## src/rtl/uart_rx_ctrl_if.sv

```systemverilog
// Signal bundle between the UART receive controller and its surroundings:
// the receiver side (tick, frame status, data), the consumer read port and
// the control/status lines. "slave" is the controller's view; "master" is
// the view of whatever drives it (receiver + consumer).
interface uart_rx_ctrl_if #(
  parameter int unsigned width      = 8,
  parameter int unsigned div_width  = 16,
  parameter int unsigned fifo_depth = 4
);
  localparam int unsigned cnt_w = $clog2(fifo_depth) + 1;

  logic                 enable;
  logic [div_width-1:0] divisor;
  logic                 baud_en_rx;
  logic                 rx_active;
  logic [width-1:0]     rx_data;
  logic                 rx_data_ready;
  logic [width-1:0]     rd_data;
  logic                 rd_valid;
  logic                 rd_ready;
  logic [cnt_w-1:0]     fifo_count;
  logic                 overrun;
  logic                 clr_overrun;
  logic                 idle_timeout;

  modport master (
    output enable, divisor, rx_active, rx_data, rx_data_ready, rd_ready, clr_overrun,
    input  baud_en_rx, rd_data, rd_valid, fifo_count, overrun, idle_timeout
  );

  modport slave (
    input  enable, divisor, rx_active, rx_data, rx_data_ready, rd_ready, clr_overrun,
    output baud_en_rx, rd_data, rd_valid, fifo_count, overrun, idle_timeout
  );
endinterface

```

## src/rtl/uart_rx_ctrl.sv

```systemverilog
// UART receive controller: programmable oversampling tick generator,
// edge-detected character capture into a first-word-fall-through FIFO,
// sticky overrun flag and a one-shot character-idle timeout.
module uart_rx_ctrl #(
  parameter int unsigned width         = 8,
  parameter int unsigned no_of_sample  = 16,
  parameter int unsigned div_width     = 16,
  parameter int unsigned fifo_depth    = 4,
  parameter int unsigned timeout_ticks = 4 * 10 * no_of_sample
) (
  input  logic           clk,
  input  logic           rst,
  uart_rx_ctrl_if.slave  bus
);

  localparam int unsigned ptr_w = $clog2(fifo_depth);
  localparam int unsigned cnt_w = ptr_w + 1;
  localparam int unsigned tmo_w = $clog2(timeout_ticks + 1);

  typedef enum logic {
    st_armed,
    st_fired
  } tmo_state_e;

  logic [div_width-1:0] tick_cnt;
  logic                 baud_q;

  logic                 rdy_q;
  logic                 capture;
  logic                 full;
  logic                 pop;
  logic                 wr_en;
  logic                 drop;

  logic [width-1:0]     mem [fifo_depth];
  logic [ptr_w-1:0]     wr_ptr;
  logic [ptr_w-1:0]     rd_ptr;
  logic [cnt_w-1:0]     count;
  logic                 overrun_q;

  logic [tmo_w-1:0]     tmo_cnt;
  logic                 reach_c;
  tmo_state_e           state;
  tmo_state_e           state_next;
  logic                 fire_c;
  logic                 idle_q;

  // Tick generator; >= compare recovers when divisor drops below the count
  always_ff @(posedge clk or posedge rst) begin
    if (rst) begin
      tick_cnt <= '0;
      baud_q   <= 1'b0;
    end else if (!bus.enable) begin
      tick_cnt <= '0;
      baud_q   <= 1'b0;
    end else if (tick_cnt >= bus.divisor) begin
      tick_cnt <= '0;
      baud_q   <= 1'b1;
    end else begin
      tick_cnt <= tick_cnt + div_width'(1);
      baud_q   <= 1'b0;
    end
  end

  // Completion level is registered so that only its rising edge captures
  always_ff @(posedge clk or posedge rst) begin
    if (rst) rdy_q <= 1'b0;
    else     rdy_q <= bus.rx_data_ready;
  end

  assign capture = bus.rx_data_ready & ~rdy_q;
  assign full    = (count == cnt_w'(fifo_depth));
  assign pop     = bus.rd_valid & bus.rd_ready;
  // A simultaneous pop frees the slot, so a full FIFO still accepts the write
  assign wr_en   = capture & (~full | pop);
  assign drop    = capture & full & ~pop;

  // Storage array, written at the tail on an accepted capture
  always_ff @(posedge clk or posedge rst) begin
    if (rst) begin
      for (int i = 0; i < int'(fifo_depth); i++) mem[i] <= '0;
    end else if (wr_en) begin
      mem[wr_ptr] <= bus.rx_data;
    end
  end

  // Pointers wrap naturally since the depth is a power of two
  always_ff @(posedge clk or posedge rst) begin
    if (rst) begin
      wr_ptr <= '0;
      rd_ptr <= '0;
    end else begin
      if (wr_en) wr_ptr <= wr_ptr + ptr_w'(1);
      if (pop)   rd_ptr <= rd_ptr + ptr_w'(1);
    end
  end

  // Occupancy: net change of the write and pop in this cycle
  always_ff @(posedge clk or posedge rst) begin
    if (rst) begin
      count <= '0;
    end else begin
      case ({wr_en, pop})
        2'b10:   count <= count + cnt_w'(1);
        2'b01:   count <= count - cnt_w'(1);
        default: count <= count;
      endcase
    end
  end

  // Sticky overrun; a drop in the same cycle as a clear wins
  always_ff @(posedge clk or posedge rst) begin
    if (rst)                  overrun_q <= 1'b0;
    else if (drop)            overrun_q <= 1'b1;
    else if (bus.clr_overrun) overrun_q <= 1'b0;
  end

  // Idle tick counter, cleared by line activity or a capture, saturating
  always_ff @(posedge clk or posedge rst) begin
    if (rst) begin
      tmo_cnt <= '0;
    end else if (bus.rx_active || capture) begin
      tmo_cnt <= '0;
    end else if (baud_q && (tmo_cnt != tmo_w'(timeout_ticks))) begin
      tmo_cnt <= tmo_cnt + tmo_w'(1);
    end
  end

  // The counter reaches the limit on this edge
  assign reach_c = baud_q && !bus.rx_active && !capture &&
                   (tmo_cnt == tmo_w'(timeout_ticks - 1));

  // Timeout arm state register
  always_ff @(posedge clk or posedge rst) begin
    if (rst) state <= st_armed;
    else     state <= state_next;
  end

  // Fire once per arming when the limit is reached with data pending
  always_comb begin
    state_next = state;
    fire_c     = 1'b0;
    case (state)
      st_armed: begin
        if (reach_c && (count != '0)) begin
          fire_c     = 1'b1;
          state_next = st_fired;
        end
      end
      st_fired: begin
        state_next = st_fired;
      end
    endcase
    if (capture) state_next = st_armed;
  end

  // Registered one-cycle timeout pulse
  always_ff @(posedge clk or posedge rst) begin
    if (rst) idle_q <= 1'b0;
    else     idle_q <= fire_c;
  end

  assign bus.baud_en_rx   = baud_q;
  assign bus.rd_valid     = (count != '0);
  assign bus.rd_data      = mem[rd_ptr];
  assign bus.fifo_count   = count;
  assign bus.overrun      = overrun_q;
  assign bus.idle_timeout = idle_q;

endmodule

```

## src/flat_wrapper.sv

```systemverilog
// flat-port wrapper written by rule: the top's interface ports become plain ports
module uart_rx_ctrl_flat 
#(
  parameter int unsigned width         = 8,
  parameter int unsigned no_of_sample  = 16,
  parameter int unsigned div_width     = 16,
  parameter int unsigned fifo_depth    = 4,
  parameter int unsigned timeout_ticks = 4 * 10 * no_of_sample
)
  (clk, rst, bus_enable, bus_divisor, bus_rx_active, bus_rx_data, bus_rx_data_ready, bus_rd_ready, bus_clr_overrun, bus_baud_en_rx, bus_rd_data, bus_rd_valid, bus_fifo_count, bus_overrun, bus_idle_timeout);
  uart_rx_ctrl_if #(.width(width), .div_width(div_width), .fifo_depth(fifo_depth)) bus_i ();
  input  logic clk;
  input  logic rst;
  input wire logic [$bits(bus_i.enable)-1:0] bus_enable;
  input wire logic [$bits(bus_i.divisor)-1:0] bus_divisor;
  input wire logic [$bits(bus_i.rx_active)-1:0] bus_rx_active;
  input wire logic [$bits(bus_i.rx_data)-1:0] bus_rx_data;
  input wire logic [$bits(bus_i.rx_data_ready)-1:0] bus_rx_data_ready;
  input wire logic [$bits(bus_i.rd_ready)-1:0] bus_rd_ready;
  input wire logic [$bits(bus_i.clr_overrun)-1:0] bus_clr_overrun;
  output wire logic [$bits(bus_i.baud_en_rx)-1:0] bus_baud_en_rx;
  output wire logic [$bits(bus_i.rd_data)-1:0] bus_rd_data;
  output wire logic [$bits(bus_i.rd_valid)-1:0] bus_rd_valid;
  output wire logic [$bits(bus_i.fifo_count)-1:0] bus_fifo_count;
  output wire logic [$bits(bus_i.overrun)-1:0] bus_overrun;
  output wire logic [$bits(bus_i.idle_timeout)-1:0] bus_idle_timeout;
  assign bus_i.enable = bus_enable;
  assign bus_i.divisor = bus_divisor;
  assign bus_i.rx_active = bus_rx_active;
  assign bus_i.rx_data = bus_rx_data;
  assign bus_i.rx_data_ready = bus_rx_data_ready;
  assign bus_i.rd_ready = bus_rd_ready;
  assign bus_i.clr_overrun = bus_clr_overrun;
  assign bus_baud_en_rx = bus_i.baud_en_rx;
  assign bus_rd_data = bus_i.rd_data;
  assign bus_rd_valid = bus_i.rd_valid;
  assign bus_fifo_count = bus_i.fifo_count;
  assign bus_overrun = bus_i.overrun;
  assign bus_idle_timeout = bus_i.idle_timeout;
  uart_rx_ctrl #(.width(width), .no_of_sample(no_of_sample), .div_width(div_width), .fifo_depth(fifo_depth), .timeout_ticks(timeout_ticks)) u_core (.clk(clk), .rst(rst), .bus(bus_i));
endmodule
```

## config.mk

```make
export PLATFORM = sky130hd
export DESIGN_NAME = uart_rx_ctrl_flat
export DESIGN_NICKNAME = d
export VERILOG_FILES = /design/src/rtl/uart_rx_ctrl_if.sv /design/src/rtl/uart_rx_ctrl.sv /design/src/flat_wrapper.sv
export SDC_FILE = /design/constraint.sdc
export NUM_CORES = 1
export LEC_CHECK = 0
export CAP_MARGIN = 40
export CORE_ASPECT_RATIO = 1.5
export CORE_MARGIN = 8
export CORE_UTILIZATION = 50
export DETAILED_ROUTE_END_ITERATION = 8
export GPL_TIMING_DRIVEN = 1
export PLACE_DENSITY = 0.71
export SLEW_MARGIN = 15
export SYNTH_ARGS = -nofsm -noshare
export SYNTH_HDL_FRONTEND = slang
export SYNTH_SLANG_ARGS = --single-unit
```

## constraint.sdc

```tcl
create_clock -name clk -period 5.7 [get_ports clk]
set_input_delay 0.57 -clock clk [delete_from_list [all_inputs] [get_ports clk]]
set_output_delay 0.57 -clock clk [all_outputs]
set_load 0.1 [all_outputs]
```

==> results_dict.tcl <==
set metrics [dict create \
    synth.largest_area_cell "dfrtp_1" \
    nNetsFinal 445 \
    drtIter0Drc 91 \
    postLayoutCellArea_mm2 0.00509 \
    r2r_end "u_core.bus.fifo_count[2]" \
    grt_max_degree 59 \
    grt-ovfl-total 0 \
    post-route-period-util 0.509 \
    holdPathEnd "u_core.bus.idle_timeout" \
    crit_buf_inv 2 \
    clockBufferDepth 2 \
    initial_core_util 0.513 \
    grt.total_usage 0.164 \
    cp_slowest_stage_delay_ps 720 \
    worstSetupPathType "register to output pin" \
    cts_tree "yes" \
    holdBufCountCts 0 \
    crit_path_cell_trace "mux4_2, clkdlybuf4s50_1, buf_8" \
    slew_violations 0 \
    syn-num-nets 377 \
    sequentialPowerShare 0.265 \
    worstHoldStart "u_core.state" \
    final_cells 496 \
    routed_wirelength_um 8060 \
    synth_top_area_share 0.449 \
    max_freq_mhz 344 \
    grt_pass1_vias 2883 \
    r2r_cells 9 \
    place_inst 480 \
    crit_required_ps 5130 \
    diodes 0 \
    core_area_mm2 0.00761 \
    pwr-share-clk 0.244 \
    cts_buffers 9 \
    maxCapViolCount 0 \
    viasPerCell 5.31 \
    worstMarginPinSlew_ps 732 \
    finClkSkew_ps 5.79 \
    ff2ff_setup_slack_ps 3300 \
    p_sw_mw 1.11 \
    vdd_drop_max_uv 409 \
    timing.rr.start "u_core.bus.fifo_count[1]" \
    worst_slack_ps 2800 \
    netlist_area_mm2 0.00390 \
    antenna_left 0 \
    slew_headroom 0.512 \
    min_path_cells 1 \
    hpwl_um 5770 \
    cts.sinks 70 \
    hold_viol 0 \
    synthTopCellsByCount "dfrtp_1, inv_1, mux2_4" \
    post-cts-setup-buffers 0 \
    ys_warn_count 0 \
    setup_viol 0 \
    htree_levels 3 \
    fin_hold_ws_ps 428 \
    synth_flop_cell "dfrtp_1" \
    hp-class "register to register" \
    clk_pin_slew_ps 60 \
    pwr-share-comb 0.491 \
    wl_per_cell_um 16.3 \
    ys_types 45 \
    arrival_ps 2330 \
    ys_async_sr_fraction 1.00 \
    synth_seq_cells 70 \
    drtPass1Iterations 4 \
    multi_input_area_mm2 0.00198 \
    tns_ps 0 \
    die_h_um 124 \
    rsz0062_at_grt "no" \
    n_fill_cell 594 \
    min_period_ps 2900 \
    core.rowCount 39 \
    areaGrowthSynthToFinish_pct 30.5 \
    p_per_area_mw_per_mm2 568 \
    cpMaxStageDelayCell "dfrtp_1" \
    clkLatencyLatePin_ps 330 \
    post-route-drc-count 0 \
    cts_root_buf "clkbuf_16" \
    cp-end-kind "output pin" \
    dieArea_mm2 0.0110 \
    start_kind "register" \
    fin_util 0.669 \
    regArea_mm2 0.00175 \
    power.total_mw 2.89 \
    crit_family "flip-flops" \
    postSynthCellCount 321 \
    cp_max_fo 10 \
    io_pins 46 \
    grt_pass1_wl_um 14100 \
    synth-edff-count 0 \
    avgSynthCellArea_um2 12.2 \
    gp_congestion 0.767 \
    cts-resized-gates 0 \
    die_w_um 88.2 \
    synth.most_common_cell "dfrtp_1" \
    internal_power_mw 1.78 \
    status "finished, final reports clean" \
    antenna_found_initial 0 \
    pre_cts_ws_ps 2730 \
    drive_above_1_share 0.216 \
    vias 2635 \
    portBuffers 45 \
    synth.top_cells.by_area "dfrtp_1, mux2_4, ha_1" \
    netSwitchingFraction 0.385 \
    synth-seq-area-share 0.449 \
    place_area_mm2 0.00471 \
    cellLeakagePower_nw 2.29 \
]
## flip-flops by register name (all words and copies together) (netlist names)
signal	flops
u_core.bus.baud_en_rx	1
u_core.bus.fifo_count	3
u_core.bus.idle_timeout	1
u_core.bus.overrun	1
u_core.mem	32
u_core.rd_ptr	2
u_core.rdy_q	1
u_core.state	1
u_core.tick_cnt	16
u_core.tmo_cnt	10
u_core.wr_ptr	2
## final cells by class
| type | count | area share |
|---|---|---|
| Sequential cell | 70 | 0.344 |
| Tap cell | 102 | 0.0250 |
| Clock buffer | 11 | 0.0496 |
| Multi-Input combinational cell | 210 | 0.388 |
| Clock inverter | 5 | 0.0253 |
| Inverter | 34 | 0.0250 |
| Timing Repair Buffer | 64 | 0.143 |
## power groups by stage
stage               clock network [mW]  registers [mW]  logic (mW)
floorplan                            0           0.792       0.925
global placement                     0           0.760        1.17
detailed placement                   0           0.772        1.42
CTS                              0.712           0.769        1.43
global route                     0.736           0.787        1.47
finish                           0.706           0.767        1.42
## cells by family (layout without fill, tap and decap cells)
logic type | after synthesis | after routing | synth area share
xor+xnor | 26 | 26 | 0.0583
flops | 70 | 70 | 0.449
simple gates | 91 | 91 | 0.147
mux | 41 | 41 | 0.172
fa+ha+maj | 25 | 25 | 0.0820
compound gates | 27 | 27 | 0.0471
buf+inv | 41 | 114 | 0.0452
## worst reg2reg max path: stages (launching register included)
cell	delay [ps]
dfrtp_1	420
or4b_4	560
and2_4	240
inv_1	80
ha_1	170
inv_1	60
fa_1	370
xor2_1	150
nor2_1	110
xor2_1	160
## layout by cell type, fill, tap and decap left out, types with 8 or more instances in the layout
cell              n
xnor2_1          19
dfrtp_1          70
nor4_1           19
buf_8            15
clkdlybuf4s50_1  45
mux4_2            8
nand4_1          10
mux2_4           32
nand2_1          11
ha_1             24
clkbuf_16         9
nor2_1           12
inv_1            33
## metal layers
metal | GRT usage | routed length [µm] | up-vias
li1 | - | - | 1275
met1 | 0.197 | 3530 | 1304
met2 | 0.271 | 4130 | 40
met3 | 0.0251 | 205 | 16
met4 | 0.0811 | 191 | 0
met5 | 0 | 0 | -
## worst max-delay path by stage
stage	slack, ps	cells past startpoint	from	end
5_1_grt	2670	3	u_core.rd_ptr[0]	bus_rd_data[1]
4_1_cts	2720	3	u_core.rd_ptr[0]	bus_rd_data[1]
3_3_place_gp	2670	7	bus_divisor[11]	u_core.tick_cnt[1]
6_report	2800	3	u_core.rd_ptr[0]	bus_rd_data[1]
3_5_place_dp	2730	10	bus_rd_ready	u_core.bus.fifo_count[2]
2_1_floorplan	2800	10	u_core.bus.fifo_count[2]	u_core.bus.fifo_count[2]
Power figures use the tool's default switching activity.
